### src/rtl/uart_pkg.sv
// uart_pkg: shared types and widths for the UART receive path.
//   rx_state_t     - receiver FSM states
//   UART_DATA_BITS - data bits per 8N1 frame
//   UART_DATA_EXT  - width of the zero-extended word handed to writeback
package uart_pkg;
    typedef enum logic [2:0] {IDLE, START, DATA, STOP, WAIT_HIGH} rx_state_t;
    localparam int UART_DATA_BITS = 8;
    localparam int UART_DATA_EXT = 32;
endpackage

### src/rtl/uart_input_buffer_if.sv
// uart_input_buffer_if: writeback-side bus of the UART input buffer.
//   read_enable   - pop FIFO head (writeback -> buffer)
//   err_clear     - clear sticky error flags (writeback -> buffer)
//   input_ready   - FIFO non-empty (buffer -> writeback)
//   input_data    - zero-extended head byte (buffer -> writeback)
//   overrun       - sticky byte-dropped flag (buffer -> writeback)
//   framing_error - sticky bad-stop-bit flag (buffer -> writeback)
interface uart_input_buffer_if;
    import uart_pkg::*;
    logic read_enable;
    logic err_clear;
    logic input_ready;
    logic [UART_DATA_EXT-1:0] input_data;
    logic overrun;
    logic framing_error;
    modport master (output read_enable, err_clear, input input_ready, input_data, overrun, framing_error);
    modport slave (input read_enable, err_clear, output input_ready, input_data, overrun, framing_error);
endinterface

### src/rtl/uart_rx_fifo.sv
// uart_rx_fifo: circular byte FIFO of 2^FIFO_WIDTH entries.
//   clk, reset     - clock, synchronous active-low reset
//   push/push_data - write a byte (accepted when not full, or when full with a pop)
//   pop            - advance head (ignored when empty)
//   head           - current head byte
//   empty, full    - occupancy status
module uart_rx_fifo import uart_pkg::*; #(
    parameter int FIFO_WIDTH = 4
) (
    input  logic clk,
    input  logic reset,
    input  logic push,
    input  logic [UART_DATA_BITS-1:0] push_data,
    input  logic pop,
    output logic [UART_DATA_BITS-1:0] head,
    output logic empty,
    output logic full
);
    localparam int DEPTH = 1 << FIFO_WIDTH;
    localparam logic [FIFO_WIDTH:0] LAST = (FIFO_WIDTH + 1)'(DEPTH - 1);
    localparam logic [FIFO_WIDTH:0] DEPTH_C = (FIFO_WIDTH + 1)'(DEPTH);

    logic [UART_DATA_BITS-1:0] mem [DEPTH];
    logic [FIFO_WIDTH:0] wr_ptr, rd_ptr, count;
    logic do_push, do_pop;

    assign empty = count == '0;
    assign full = count == DEPTH_C;
    assign do_pop = pop & ~empty;
    // a pop in the same cycle frees the slot, so a push into a full FIFO still lands
    assign do_push = push & (~full | do_pop);
    assign head = mem[rd_ptr[FIFO_WIDTH-1:0]];

    always_ff @(posedge clk) begin
        if (do_push) mem[wr_ptr[FIFO_WIDTH-1:0]] <= push_data;
    end

    always_ff @(posedge clk) begin
        if (!reset) begin
            wr_ptr <= '0;
            rd_ptr <= '0;
            count <= '0;
        end else begin
            if (do_push) wr_ptr <= (wr_ptr == LAST) ? '0 : wr_ptr + 1'b1;
            if (do_pop) rd_ptr <= (rd_ptr == LAST) ? '0 : rd_ptr + 1'b1;
            count <= count + {{FIFO_WIDTH{1'b0}}, do_push} - {{FIFO_WIDTH{1'b0}}, do_pop};
        end
    end
endmodule

### src/rtl/uart_input_buffer.sv
// uart_input_buffer: 8N1 UART receiver feeding a byte FIFO read by the writeback stage.
//   clk, reset - clock, synchronous active-low reset
//   rxd        - asynchronous serial input, idle high
//   bus        - writeback-side handshake (read_enable, err_clear, input_ready,
//                input_data, overrun, framing_error)
module uart_input_buffer import uart_pkg::*; #(
    parameter int CLK_PER_BIT = 868,
    parameter int FIFO_WIDTH = 4
) (
    input  logic clk,
    input  logic reset,
    input  logic rxd,
    uart_input_buffer_if.slave bus
);
    localparam int CW = $clog2(CLK_PER_BIT);
    localparam logic [CW-1:0] BIT_LOAD = CW'(CLK_PER_BIT - 1);
    localparam logic [CW-1:0] HALF_LOAD = CW'(CLK_PER_BIT / 2 - 1);

    logic rx_meta, rx_s;
    rx_state_t state, state_n;
    logic [CW-1:0] cnt, cnt_n;
    logic [2:0] idx, idx_n;
    logic [UART_DATA_BITS-1:0] shift, shift_n, head;
    logic push_r, push_n, ferr_set, ovr_set;
    logic overrun_r, ferr_r, empty, full, tick;

    assign tick = cnt == '0;
    // a registered push into a full FIFO is only lost if no pop frees a slot
    assign ovr_set = push_r & full & ~bus.read_enable;

    always_ff @(posedge clk) begin
        if (!reset) begin
            rx_meta <= 1'b1;
            rx_s <= 1'b1;
            state <= IDLE;
            cnt <= '0;
            idx <= '0;
            shift <= '0;
            push_r <= 1'b0;
            overrun_r <= 1'b0;
            ferr_r <= 1'b0;
        end else begin
            rx_meta <= rxd;
            rx_s <= rx_meta;
            state <= state_n;
            cnt <= cnt_n;
            idx <= idx_n;
            shift <= shift_n;
            push_r <= push_n;
            overrun_r <= ovr_set | (overrun_r & ~bus.err_clear);
            ferr_r <= ferr_set | (ferr_r & ~bus.err_clear);
        end
    end

    always_comb begin
        state_n = state;
        cnt_n = tick ? cnt : cnt - 1'b1;
        idx_n = idx;
        shift_n = shift;
        push_n = 1'b0;
        ferr_set = 1'b0;
        case (state)
            IDLE: if (!rx_s) begin
                state_n = START;
                cnt_n = HALF_LOAD;
            end
            START: if (tick) begin
                state_n = rx_s ? IDLE : DATA;
                idx_n = '0;
                cnt_n = BIT_LOAD;
            end
            DATA: if (tick) begin
                shift_n = {rx_s, shift[UART_DATA_BITS-1:1]};
                idx_n = idx + 1'b1;
                cnt_n = BIT_LOAD;
                if (idx == 3'(UART_DATA_BITS - 1)) state_n = STOP;
            end
            STOP: if (tick) begin
                push_n = rx_s;
                ferr_set = ~rx_s;
                state_n = rx_s ? IDLE : WAIT_HIGH;
            end
            // hold off until the line returns high so a break is not taken as a start bit
            WAIT_HIGH: if (rx_s) state_n = IDLE;
            default: state_n = IDLE;
        endcase
    end

    uart_rx_fifo #(.FIFO_WIDTH(FIFO_WIDTH)) u_fifo (
        .clk(clk),
        .reset(reset),
        .push(push_r),
        .push_data(shift),
        .pop(bus.read_enable),
        .head(head),
        .empty(empty),
        .full(full)
    );

    assign bus.input_ready = ~empty;
    assign bus.input_data = empty ? '0 : {{(UART_DATA_EXT - UART_DATA_BITS){1'b0}}, head};
    assign bus.overrun = overrun_r;
    assign bus.framing_error = ferr_r;
endmodule

### src/flat_wrapper.sv
// flat-port wrapper written by rule: the top's interface ports become plain ports
module uart_input_buffer_flat import uart_pkg::*;
#(
    parameter int CLK_PER_BIT = 868,
    parameter int FIFO_WIDTH = 4
)
  (clk, reset, rxd, bus_read_enable, bus_err_clear, bus_input_ready, bus_input_data, bus_overrun, bus_framing_error);
  uart_input_buffer_if bus_i ();
  input  logic clk;
  input  logic reset;
  input  logic rxd;
  input wire logic [$bits(bus_i.read_enable)-1:0] bus_read_enable;
  input wire logic [$bits(bus_i.err_clear)-1:0] bus_err_clear;
  output wire logic [$bits(bus_i.input_ready)-1:0] bus_input_ready;
  output wire logic [$bits(bus_i.input_data)-1:0] bus_input_data;
  output wire logic [$bits(bus_i.overrun)-1:0] bus_overrun;
  output wire logic [$bits(bus_i.framing_error)-1:0] bus_framing_error;
  assign bus_i.read_enable = bus_read_enable;
  assign bus_i.err_clear = bus_err_clear;
  assign bus_input_ready = bus_i.input_ready;
  assign bus_input_data = bus_i.input_data;
  assign bus_overrun = bus_i.overrun;
  assign bus_framing_error = bus_i.framing_error;
  uart_input_buffer #(.CLK_PER_BIT(CLK_PER_BIT), .FIFO_WIDTH(FIFO_WIDTH)) u_core (.clk(clk), .reset(reset), .rxd(rxd), .bus(bus_i));
endmodule
### config.mk
export PLATFORM = sky130hd
export DESIGN_NAME = uart_input_buffer_flat
export DESIGN_NICKNAME = d
export VERILOG_FILES = /design/src/rtl/uart_pkg.sv /design/src/rtl/uart_input_buffer_if.sv /design/src/rtl/uart_rx_fifo.sv /design/src/rtl/uart_input_buffer.sv /design/src/flat_wrapper.sv
export SDC_FILE = /design/constraint.sdc
export NUM_CORES = 1
export LEC_CHECK = 0
export CAP_MARGIN = 40
export CORE_ASPECT_RATIO = 0.9
export CORE_UTILIZATION = 39
export CTS_CLUSTER_DIAMETER = 150
export DETAILED_ROUTE_END_ITERATION = 10
export DONT_BUFFER_PORTS = 1
export HOLD_SLACK_MARGIN = 0.1
export PLACE_DENSITY = 0.62
export SYNTH_ARGS = -nofsm -noshare
export SYNTH_HDL_FRONTEND = slang
export SYNTH_SLANG_ARGS = --single-unit
### constraint.sdc
create_clock -name clk -period 3.4 [get_ports clk]
set_input_delay 0.17 -clock clk [delete_from_list [all_inputs] [get_ports clk]]
set_output_delay 0.17 -clock clk [all_outputs]
set_load 0.01 [all_outputs]
==> summary.md <==
| Metric | Value |
|---|---|
| Fin. max-slew vios | `0` |
| WS Path Type | `register to register` |
| Layout area overhead | `10.5%` |
| Total grt overflow | `0` |
| Maximum clock path buffer count | `2` |
| Met2 wire len | `6540 um` |
| Leak Pwr | `0.00284 uW` |
| Row cnt | `47` |
| EDFF count, synth | `128` |
| Synth Cell Area | `7420 sq um` |
| H-tree level count | `4` |
| Sequential Area | `4810 sq um` |
| GRT Util Overall | `0.146` |
| Core area | `18500 sq um` |
| Avg Cell Area, Syn | `14.7 sq um` |
| Fmax achieved | `328 MHz` |
| WL final | `13500 um` |
| Synth Register Bits | `176` |
| Utilization after layout | `0.443` |
| Top_reg_cell synth | `edfxtp_1` |
| Final Skew | `8.74 ps` |
| Fin crit share | `0.897` |
| Post-synthesis sequential area ratio | `0.647` |
| Power Dens Cells | `686 nW/um^2` |
| Hold Path Class | `input port to register` |
| Fin Setup TNS | `0 ps` |
| Root Driver | `clkbuf_16` |
| Final Cell Area | `8200 sq um` |
| Tightest Pin Transition | `887 ps` |
| Cell Chain, Critical Path | `inv_1, ha_1, nor4b_1, inv_2, and2_1, ha_1, inv_1, ha_1, inv_1, fa_1, nand2b_1, a21oi_1, nor3_1, nor3b_1` |
| Tot Pwr | `5630 uW` |
| Vias post-DR | `4004` |
| Initial antenna violation count | `0` |
| Maximum VDD drop | `377 uV` |
| Ant. Diodes | `0` |
| Final setup viols | `0` |
| Yosys Warn Count | `0` |
| Die Y | `133 um` |
| Area after DPL | `7570 sq um` |
| Layout cells sized above 1 | `0.175` |
| Placer Congestion | `0.804` |
| Critical Path Max Stage Delay | `470 ps` |
| Crit path capture type | `register` |
| Largest net degree at the start of global routing | `28` |
| CP max-delay cell | `nor4b_1` |
| Drt first pass iters | `5` |
| DP HPWL | `8710 um` |
| CTS tree | `yes` |
| Post-route ant nets | `0` |
| Unrepaired setup endpoints after global routing | `false` |
| Port Buffers | `0` |
| Detailed route wirelength on metal3 | `618 um` |
| First-pass GRT wire length | `21300 um` |
| # nets final | `534` |
| FFs w/ async S/R, synth | `0` |
| Post-Layout Cell Count | `771` |
| Min Tclk post-route | `3050 ps` |
| Slew HR | `0.406` |
| Critical Path RT | `3730 ps` |
| Crit start category | `register` |
| Synth cell types | `56` |
| Combinational Power Share | `0.227` |
| CTS buffer count | `17` |
| Postcts setup bufs | `0` |
| Post-synthesis cell count | `506` |
| Final Hold Violating Endpoints | `0` |
| Iter 0 DRT Violations | `233` |
| Clk network pwr share | `0.325` |
| Initial core utilization | `0.401` |
| Resized cells post-CTS | `0` |
| Run status | `complete, no violations` |
| Fillers | `1649` |
| M1 wire length | `6170 um` |
| Crit path DAT | `3380 ps` |
| DRC Markers | `0` |
| Sequential share of power | `0.448` |
| Clock transition at the registers of the reported paths | `70 ps` |
| Worst-Skew Late Latency | `430 ps` |
| Die Wd | `147 um` |
| Max Cap Violations | `0` |
| Max layer used | `met4` |
| # IOs | `40` |
| Post-Place Cells | `733` |
| Vias in the first global route | `4045` |
| Int Pwr | `3910 uW` |
| Psw | `1720 uW` |
| Sw Ratio | `0.306` |
| # hold bufs at CTS | `4` |
| WL/cell | `17.4 um` |
| Multi-input logic area | `2310 sq um` |
| CTS Sinks | `176` |
| Die area | `19600 sq um` |
| Critical Path Fanout Max | `3` |
| Vias per cell | `5.19` |
==> kinds of logic after synthesis <==
| logic type | synth area share |
|---|---|
| other cells | 0.000505 |
| buf+inv | 0.0534 |
| compound gates | 0.0565 |
| xor+xnor | 0.0130 |
| fa+ha+maj | 0.0280 |
| simple gates | 0.0798 |
| flops | 0.647 |
| mux | 0.121 |
==> final cells by class <==
cell class              instances  area share
flip-flops and latches        176       0.586
multi-input cells             282       0.281
clock buffers                  18      0.0535
well taps                     245      0.0374
repair buffers                 17      0.0177
clock inverters                14      0.0157
inverters                      19     0.00869
==> critical path: cells and delay by family (launching register included) <==
family          cells  cell delay (ps)
compound gates      1              190
flops               1              320
fa+ha+maj           4             1000
simple gates        5             1180
buf+inv             4              270
==> cells in the final DEF (no fill, tap or decap), drive strengths merged, types with 13 or more instances in the layout <==
| cell | count |
|---|---|
| edfxtp | 128 |
| mux4 | 32 |
| inv | 22 |
| nand3 | 14 |
| o21ai | 21 |
| conb | 24 |
| clkbuf | 18 |
| ha | 15 |
| dfxtp | 48 |
| nand2 | 25 |
| buf | 13 |
| a21oi | 18 |
| nor2 | 36 |
==> synthesized netlist by cell type (3+ instances only) <==
library cell / instances / area (sq um)
edfxtp_1: 128 / 3840
mux4_2: 32 / 721
nor3b_1: 3 / 22.5
nand2b_1: 8 / 50.1
nor3_1: 12 / 60.1
a21oi_1: 18 / 90.1
or3_1: 4 / 25.0
nand2_1: 25 / 93.8
o21ai_0: 5 / 25.0
inv_1: 15 / 56.3
a41oi_1: 3 / 26.3
nor2_1: 35 / 131
xnor2_1: 7 / 61.3
xor2_1: 4 / 35.0
buf_2: 14 / 70.1
mux2i_1: 9 / 90.1
clkbuf_1: 9 / 33.8
o21ai_1: 16 / 80.1
mux2_2: 8 / 90.1
nand3_1: 14 / 70.1
and3_1: 3 / 18.8
ha_1: 15 / 188
buf_4: 26 / 195
dfxtp_1: 48 / 961
inv_2: 3 / 11.3
a311oi_1: 5 / 43.8
==> worst paths after layout <==
check / startpoint / end / slack [ps] / cells after the start
worst max register to register: u_core.u_fifo.count[3] / u_core.u_fifo.count[4] / 350 / 14
worst min-delay path: reset / u_core.u_fifo.count[1] / 140 / 2
worst min register to register: u_core.rx_meta / u_core.rx_s / 420 / 1
worst max-delay path: u_core.u_fifo.count[3] / u_core.u_fifo.count[4] / 350 / 14
==> per-layer routing <==
metal  GRT usage  vias up
met1       0.189     2034
met2       0.235       83
li1            -     1876
met3      0.0352       11
met5           0        -
met4      0.0578        0
==> power by group through the flow <==
stage                     logic (uW)  registers, uW  clock network, uW
after detailed placement        1260           2570                  0
after global routing            1410           2540               1950
final                           1280           2520               1830
after floorplan                 1100           2500                  0
after CTS                       1270           2520               1860
after global placement          1210           2560                  0
==> metrics by stage <==
stage,hold slack (ps),worst slack [ps]
4_1_cts,130,379
3_3_place_gp,252,586
3_5_place_dp,255,405
5_1_grt,167,116
6_report,135,351
2_1_floorplan,264,701
==> sequential cells by signal, summed over array words and instances, names as in the netlist, named ones only <==
register                  flops
u_core.push_r                 1
u_core.rx_s                   1
u_core.u_fifo.count           5
u_core.u_fifo.rd_ptr          5
u_core.bus.framing_error      1
u_core.rx_meta                1
u_core.shift                  8
u_core.idx                    3
u_core.cnt                   10
u_core.u_fifo.mem           128
u_core.bus.overrun            1
u_core.state                  3
u_core.u_fifo.wr_ptr          5
No activity file was read; power rests on OpenSTA's default activity.
